File: src/rtl/seq_detector.sv
// Serial 1011 pattern detector: 4-state FSM, registered one-cycle detect pulse,
// saturating match counter with synchronous clear. Overlap mode picked per match.
module seq_detector #(
   parameter int CNT_W = 8
) (
   input  logic             clk,
   input  logic             rst,
   input  logic             din,
   input  logic             din_valid,
   input  logic             overlap_en,
   input  logic             clr_cnt,
   output logic             detect,
   output logic [1:0]       state,
   output logic [CNT_W-1:0] det_count,
   output logic             cnt_sat
);

   localparam logic [1:0] ST_IDLE = 2'd0;
   localparam logic [1:0] ST_S1   = 2'd1;
   localparam logic [1:0] ST_S10  = 2'd2;
   localparam logic [1:0] ST_S101 = 2'd3;

   localparam logic [CNT_W-1:0] CNT_ONE = CNT_W'(1);
   localparam logic [CNT_W-1:0] CNT_MAX = '1;

   logic [1:0]       r_state;
   logic [1:0]       w_state_nxt;
   logic             r_detect;
   logic [CNT_W-1:0] r_count;
   logic             r_sat;
   logic             w_match;

   // din is consumed only on edges with din_valid=1; otherwise everything holds.
   assign w_match = din_valid && din && (r_state == ST_S101);

   always_comb begin
      w_state_nxt = r_state;
      if (din_valid) begin
         case (r_state)
            ST_IDLE: w_state_nxt = din ? ST_S1 : ST_IDLE;
            ST_S1:   w_state_nxt = din ? ST_S1 : ST_S10;
            ST_S10:  w_state_nxt = din ? ST_S101 : ST_IDLE;
            ST_S101: begin
               if (!din)
                  w_state_nxt = ST_S10;
               else
                  w_state_nxt = overlap_en ? ST_S1 : ST_IDLE;
            end
            default: w_state_nxt = ST_IDLE;
         endcase
      end
   end

   always_ff @(posedge clk or negedge rst) begin
      if (!rst) begin
         r_state  <= ST_IDLE;
         r_detect <= 1'b0;
      end else begin
         r_state  <= w_state_nxt;
         r_detect <= w_match;
      end
   end

   // Clear has priority over a coincident match; the match still pulses detect.
   always_ff @(posedge clk or negedge rst) begin
      if (!rst) begin
         r_count <= '0;
         r_sat   <= 1'b0;
      end else if (clr_cnt) begin
         r_count <= '0;
         r_sat   <= 1'b0;
      end else if (w_match && !r_sat) begin
         r_count <= r_count + CNT_ONE;
         r_sat   <= (r_count == (CNT_MAX - CNT_ONE));
      end
   end

   assign detect    = r_detect;
   assign state     = r_state;
   assign det_count = r_count;
   assign cnt_sat   = r_sat;

endmodule

File: config.mk
export PLATFORM = sky130hd
export DESIGN_NAME = seq_detector
export DESIGN_NICKNAME = d
export VERILOG_FILES = /design/src/rtl/seq_detector.sv
export SDC_FILE = /design/constraint.sdc
export NUM_CORES = 1
export LEC_CHECK = 0
export ABC_CLOCK_PERIOD_IN_PS = 1600
export CORE_MARGIN = 2
export CORE_UTILIZATION = 44
export CTS_CLUSTER_SIZE = 10
export DETAILED_ROUTE_END_ITERATION = 10
export GPL_TIMING_DRIVEN = 0
export PLACE_DENSITY = 0.82
export SLEW_MARGIN = 10
export SYNTH_ARGS = -nofsm -noshare
export SYNTH_HDL_FRONTEND = slang
export SYNTH_SLANG_ARGS = --single-unit
File: constraint.sdc
create_clock -name clk -period 1.6 [get_ports clk]
set_input_delay 0.24 -clock clk [delete_from_list [all_inputs] [get_ports clk]]
set_output_delay 0.24 -clock clk [all_outputs]
set_load 0.01 [all_outputs]
==> impl_summary.txt, run 1 <==
----------------------------------------------------
[Run status]
  Outcome ... complete, no violations

[Timing]
  Max Clock Freq ... 651 MHz
  Slew margin rel. ... 0.647
  Pins Over Slew Limit ... 0
  Final worst clock skew ... ~0.0035 ns
  Slew at the pin closest to its max-slew limit ... approximately 0.53 ns
  Count of endpoints failing setup in the final report ... 0
  RSZ-0062 raised after global routing ... false
  Final worst path period need ... 1.54 ns
  Period Utilization, post-route ... 0.961
  Final hold violation count ... 0
  Accumulated negative setup slack ... 0 ns

[Die]
  Number of placement rows ... 13
  Initial core utilization ... 0.470
  Die Ht ... 41.1 µm
  Total die area ... 1690 µm²
  Placeable Area ... 1280 µm²
  Chip Width ... 41.1 µm
  Boundary Pins ... 18

[Setup path]
  Worst setup path category ... reg2out
  CP max-delay cell ... clkdlybuf4s50_1
  Largest fanout of any net on the critical path ... 7
  Required time of the worst setup path ... 1.36 ns
  Number of buffers and inverters on the critical path ... 1
  Kind of capture point of the worst setup path ... output pin
  Ordered cell list for the critical path ... clkdlybuf4s50_1
  Cell type group with the largest total delay on the critical path ... buffers and inverters
  Startpoint type of the worst setup path ... flip-flop
  CP max stage delay ... 0.57 ns
  WP data arrival ... 1.30 ns

[Power and ir drop]
  Worst supply voltage drop on vdd ... 0.000464 V
  Total power per unit cell area ... 760 nW/µm²
  Leak pwr ... 0.000317 µW

[Hold path]
  Worst min path class ... in2async

[Routing]
  Post-route ant nets ... 0
  Via count ... 552
  Final routed wire length divided by cell count ... ~13 µm
  Drt drc ... 0
  Total routed wirelength ... 1.25 mm
  First-pass detailed-route iteration total ... 4
  Via count normalized by instance count ... 5.75
  First-iteration detailed-routing DRC count ... 15

[Synthesis]
  Yosys top cell area share ... 0.497
  Post-synthesis cell type count ... 18
  #FFs+latches synth ... 12
  Number of instances in the synthesized netlist ... 61
  Fraction of the yosys area taken by sequential cells ... 0.497
  Largest area contributor in the synthesized netlist ... dfrtp_1
  Synthesized area divided by synthesized cell count ... 9.91 µm²
  Syn. warnings ... 0
  Total nets after synthesis ... 69
  Post-synthesis instance area ... 604 µm²
  Cell types occupying the most area after synthesis ... dfrtp_1 (50%), a21oi_1 (7.5%), or3_1 (5.2%), o21ai_0 (5.0%), o31ai_1 (5.0%)

[Finish]
  Fillers ... 118
  Nets ... 90
  Share of final-layout standard cells stronger than drive strength 1 ... 0.0864
  Post-layout instance count excluding filler cells ... 96
  Area of all placed cells without fillers ... 821 µm²
  Antenna Diode Count ... 0
  Relative area change from synthesis to final layout ... 35.8%
  Final standard cell utilization of the core ... 0.639

[Global routing]
  Antenna violations before repair ... 0
  First-pass GRT wire length ... 1.94 mm
  Largest net degree at the start of global routing ... 13
  Overall fraction of global-route tracks in use ... 0.184
  Overall overflow remaining after global route ... 0
  Via count of the first global-routing pass ... 462

[Placement]
  Final Wtd Congestion ... ~0.75
  IO buf count ... 16
  Placed cell area ... 783 µm²
  Post-DP HPWL ... 913 µm
  Cell total after placement ... 92

[CTS]
  Clock Tree Buf Depth ... 2
  Master cell of the clock root buffer ... clkbuf_4
  Post-CTS Hold Buffers ... 0
  Clock tree sinks ... 12
  H-tree Lvls ... 1
  Number of gates given a new drive strength after cts ... 0
  Clock latency on the worst-skew pair ... 0.28 ns
  Clock-pin slew reported for the worst setup and hold paths after clock tree synthesis ... approximately 0.080 ns
  Setup bufs post-CTS ... 0
  TritonCTS clock tree ... done
  Number of CTS-inserted buffers ... 3

[Flow run]
  Max-cap viol count ... 0

----------------------------------------------------
## cells in the final DEF, fill, tap and decap left out, drive strengths merged
master	n
clkdlybuf4s50	16
dfrtp	12
a21oi	9
o21ai	6
inv	5
or3	5
nand2	4
o31ai	4
or4	4
clkbuf	4
nand4	3
ha	2
buf	2
nand4b	1
nand2b	1
o211ai	1
o2bb2ai	1
nand3	1
## stage by stage
stage | hold slack, ns | setup WS [ns] | total power [µW]
floorplan | -0.0556 | 0.213 | 344
global placement | 0.558 | -0.139 | 380
global route | 0.362 | 0.0278 | 645
finish | 0.299 | 0.0629 | 624
CTS | 0.323 | 0.0380 | 630
detailed placement | 0.569 | -0.155 | 382
## cell type report
cell class                      instances  area (µm²)  share of cell area
Buffer                                  2        8.76              0.0107
Clock buffer                            4        36.3              0.0442
Inverter                                5        18.8              0.0229
Multi-Input combinational cell         42         277               0.337
Sequential cell                        12         302               0.367
Tap cell                               15        18.8              0.0229
Timing Repair Buffer                   16         160               0.195
## Yosys cell counts
| cell type | number |
|---|---|
| dfrtp_1 | 12 |
| a21oi_1 | 9 |
| o21ai_0 | 6 |
| inv_1 | 5 |
| or3_1 | 5 |
| nand2_1 | 4 |
| o31ai_1 | 4 |
| or4_1 | 4 |
| ha_1 | 2 |
| nand4_1 | 2 |
| buf_1 | 1 |
| buf_2 | 1 |
| nand2b_1 | 1 |
| nand3_1 | 1 |
| nand4_4 | 1 |
| nand4b_1 | 1 |
| o211ai_1 | 1 |
| o2bb2ai_1 | 1 |
## report_power, final
group	leakage, µW	internal, µW	switching (µW)	total (µW)
sequential	0.000164	310	10.7	321
combinational	0.000133	27.3	26.6	54.0
clock	0.0000210	139	110	249
## state kept, by name, indices dropped and copies added (netlist names)
register	flops
det_count	8
state	2
cnt_sat	1
detect	1
## per-layer routing
| metal | global-route usage | part of all wire |
|---|---|---|
| met1 | 0.241 | 0.44 |
| met2 | 0.262 | 0.49 |
| met3 | 0.0489 | 0.049 |
| met4 | 0.125 | 0.021 |
| met5 | 0 | 0 |
## worst paths after layout
check | to | slack (ns) | cells after the start | start
hold / removal | det_count[7] | 0.30 | 1 | rst
setup reg to reg | det_count[7] | 0.14 | 3 | cnt_sat
max in group asynchronous | state[0] | 0.92 | 1 | rst
setup / recovery | det_count[3] | 0.06 | 1 | det_count[3]
hold reg to reg | det_count[7] | 0.58 | 2 | det_count[7]
min in group clk | det_count[3] | 0.34 | 2 | clr_cnt
## logic make-up (layout without fill, tap and decap cells)
kind of cell	Yosys count	count (layout)	share of synthesized area
compound gates	21	21	0.201
simple gates	19	19	0.215
flops	12	12	0.497
buf+inv	7	27	0.0455
fa+ha+maj	2	2	0.0414
Note: power is estimated with default switching activity, not from simulation.
==> run 2, diff against run 1 <==
--- a/config.mk
+++ b/config.mk
@@ -6,6 +6,7 @@
 export NUM_CORES = 1
 export LEC_CHECK = 0
 export ABC_CLOCK_PERIOD_IN_PS = 1600
+export CAP_MARGIN = 20
 export CORE_MARGIN = 2
 export CORE_UTILIZATION = 44
 export CTS_CLUSTER_SIZE = 10
==> results of run 2 <==
The final DEF is identical to that of run 1; final timing and power are the same.
==> run 3, diff against run 2 <==
--- a/config.mk
+++ b/config.mk
@@ -5,7 +5,7 @@
 export SDC_FILE = /design/constraint.sdc
 export NUM_CORES = 1
 export LEC_CHECK = 0
-export ABC_CLOCK_PERIOD_IN_PS = 1600
+export ABC_CLOCK_PERIOD_IN_PS = 1660
 export CAP_MARGIN = 20
 export CORE_MARGIN = 2
 export CORE_UTILIZATION = 44
@@ -13,7 +13,7 @@
 export DETAILED_ROUTE_END_ITERATION = 10
 export GPL_TIMING_DRIVEN = 0
 export PLACE_DENSITY = 0.82
-export SLEW_MARGIN = 10
+export SLEW_MARGIN = 5
 export SYNTH_ARGS = -nofsm -noshare
 export SYNTH_HDL_FRONTEND = slang
 export SYNTH_SLANG_ARGS = --single-unit
==> constraint.sdc (replaced) <==
create_clock -name clk -period 1.66 [get_ports clk]
set_input_delay 0.249 -clock clk [delete_from_list [all_inputs] [get_ports clk]]
set_output_delay 0.249 -clock clk [all_outputs]
set_load 0.01 [all_outputs]
==> impl_summary.txt, run 3 (same netlist as run 1, synthesis figures left out) <==
----------------------------------------------------
[CTS]
  Number of gates given a new drive strength after cts ... 0 (unchanged)
  Clock latency on the worst-skew pair ... 0.28 ns (about the same)
  TritonCTS clock tree ... done
  Clock Tree Buf Depth ... 2 (unchanged)
  Master cell of the clock root buffer ... clkbuf_4
  Number of CTS-inserted buffers ... 3 (unchanged)
  Setup bufs post-CTS ... 0 (unchanged)
  Post-CTS Hold Buffers ... 0 (unchanged)
  H-tree Lvls ... 1 (unchanged)
  Clock-pin slew reported for the worst setup and hold paths after clock tree synthesis ... 0.08 ns (about the same)
  Clock tree sinks ... 12 (unchanged)

[Finish]
  Number of flip-flops under the largest register name ... 8 (unchanged)
  Share of final-layout standard cells stronger than drive strength 1 ... 0.0741 (-0.0123)
  Relative area change from synthesis to final layout ... 35.6%
  Antenna Diode Count ... 0 (unchanged)
  Most common cell after layout, fill and taps aside ... clkdlybuf4s50_1
  Nets ... 90 (unchanged)
  Most frequent cells in the layout ... clkdlybuf4s50_1 (16), dfrtp_1 (12), a21oi_1 (9)

[Setup path]
  Number of buffers and inverters on the critical path ... 1 (unchanged)
  Kind of capture point of the worst setup path ... output pin
  Worst setup path start ... state[0]
  WP data arrival ... 1.32 ns (+0.02 ns)
  Ordered cell list for the critical path ... clkdlybuf4s50_1
  Reg2reg start ... cnt_sat
  CP max stage delay ... 0.58 ns (about the same)
  CP max-delay cell ... clkdlybuf4s50_1
  Required time of the worst setup path ... 1.41 ns (+0.05 ns)
  Worst setup path category ... reg2out
  Largest fanout of any net on the critical path ... 6 (-1)
  Startpoint type of the worst setup path ... flip-flop
  Cell type group with the largest total delay on the critical path ... buffers and inverters

[Timing]
  Final worst clock skew ... 0.00353 ns (-0.00000208 ns)
  Slew at the pin closest to its max-slew limit ... 0.528 ns (+0.000188 ns)
  Accumulated negative setup slack ... 0 ns (unchanged)
  RSZ-0062 raised after global routing ... false
  Period Utilization, post-route ... 0.946
  Final worst path period need ... between 1.5 and 2 ns
  Count of endpoints failing setup in the final report ... 0 (unchanged)
  Max Clock Freq ... 637 MHz
  Final hold violation count ... 0 (unchanged)
  Pins Over Slew Limit ... 0 (unchanged)
  Slew margin rel. ... 0.647 (about the same)

[Routing]
  Post-route ant nets ... 0 (unchanged)
  Total routed wirelength ... 1.25 mm (unchanged)
  Final routed wire length divided by cell count ... 13.1 µm (unchanged)
  Drt drc ... 0 (unchanged)
  Via count ... 552 (unchanged)
  Via count normalized by instance count ... 5.75 (unchanged)
  First-iteration detailed-routing DRC count ... 15 (unchanged)
  First-pass detailed-route iteration total ... 4 (unchanged)

[Global routing]
  Antenna violations before repair ... 0 (unchanged)
  Overall fraction of global-route tracks in use ... 0.184 (unchanged)
  Overall overflow remaining after global route ... 0 (unchanged)
  First-pass GRT wire length ... 1.94 mm (unchanged)
  Via count of the first global-routing pass ... 462 (unchanged)
  Largest net degree at the start of global routing ... 13 (unchanged)

[Power and ir drop]
  Leak pwr ... 0.000318 µW (+0.36%)
  Relative contribution of combinational cells to total power ... 0.087 (about the same)
  Post-layout total power ... 601 µW (-3.7%)
  Worst supply voltage drop on vdd ... 0.000445 V (-4.1%)
  Clock share of power ... 0.399 (about the same)
  Switching power summed over all nets ... 142 µW (-3.6%)
  Total power per unit cell area ... 733 nW/µm² (-3.6%)
  Internal power of the cells ... 459 µW (-3.7%)
  Sequential share of power ... 0.514 (about the same)
  Share of total power consumed by net switching ... 0.237 (about the same)

[Placement]
  Final Wtd Congestion ... 0.747 (unchanged)
  IO buf count ... 16 (unchanged)
  Post-DP HPWL ... 913 µm (unchanged)

[Die]
  Boundary Pins ... 18 (unchanged)
  Die Ht ... 41.1 µm (unchanged)
  Chip Width ... 41.1 µm (unchanged)
  Placeable Area ... 1280 µm² (unchanged)
  Total die area ... 1690 µm² (unchanged)
  Number of placement rows ... 13 (unchanged)
  Initial core utilization ... 0.470 (unchanged)

[Hold path]
  Worst min path class ... in2async

[Flow run]
  Max-cap viol count ... 0 (unchanged)

[Run status]
  Outcome ... complete, no violations

----------------------------------------------------
[run 3: cell counts in the layout (fill, tap and decap cells not counted)]
No cell type changed its count.
[run 3: metrics by stage]
| stage | hold slack (ns) | util | worst slack [ns] | cells | cell area (µm²) |
|---|---|---|---|---|---|
| 2_1_floorplan | -0.0466 | - | 0.273 | 61 | 604 |
| 3_3_place_gp | 0.558 | 0.610 | -0.0876 | 92 | 783 |
| 3_5_place_dp | 0.569 | 0.610 | -0.104 | 92 | 783 |
| 4_1_cts | 0.332 | 0.638 | 0.0890 | 96 | 820 |
| 5_1_grt | 0.371 | 0.638 | 0.0447 | 96 | 820 |
| 6_report | 0.309 | 0.638 | 0.0899 | 96 | 820 |
[run 3: path summary, 6_finish.rpt]
check                                to  slack (ns)  cells past startpoint
hold reg to reg            det_count[7]        0.58                      2
min in group clk           det_count[3]        0.35                      2
max in group asynchronous       cnt_sat        1.00                      1
setup / recovery               state[0]        0.09                      1
setup reg to reg           det_count[7]        0.20                      3
hold / removal             det_count[7]        0.31                      1
[run 3: area by class of cell]
class / instances / area [µm²]
buffer: 2 / 8.76
clock buffer: 4 / 36.3
fill: 119 / 465
inverter: 5 / 18.8
multi-input combinational: 42 / 277
sequential: 12 / 300
tap: 15 / 18.8
timing repair buffer: 16 / 160
[run 3: power groups by stage]
stage                     logic (µW)  clock network (µW)  registers (µW)
after floorplan                 14.2                   0             317
after global placement          51.7                   0             314
after detailed placement        53.1                   0             315
after CTS                       53.2                 245             309
after global routing            58.0                 253             310
final                           52.0                 240             309
[run 3: routing by layer]
layer	track usage	vias to the layer above	part of all wire
met1	0.241	259	0.44
met4	0.125	0	0.021
met3	0.0489	5	0.049
met2	0.262	17	0.49
met5	0	-	0
li1	-	271	-
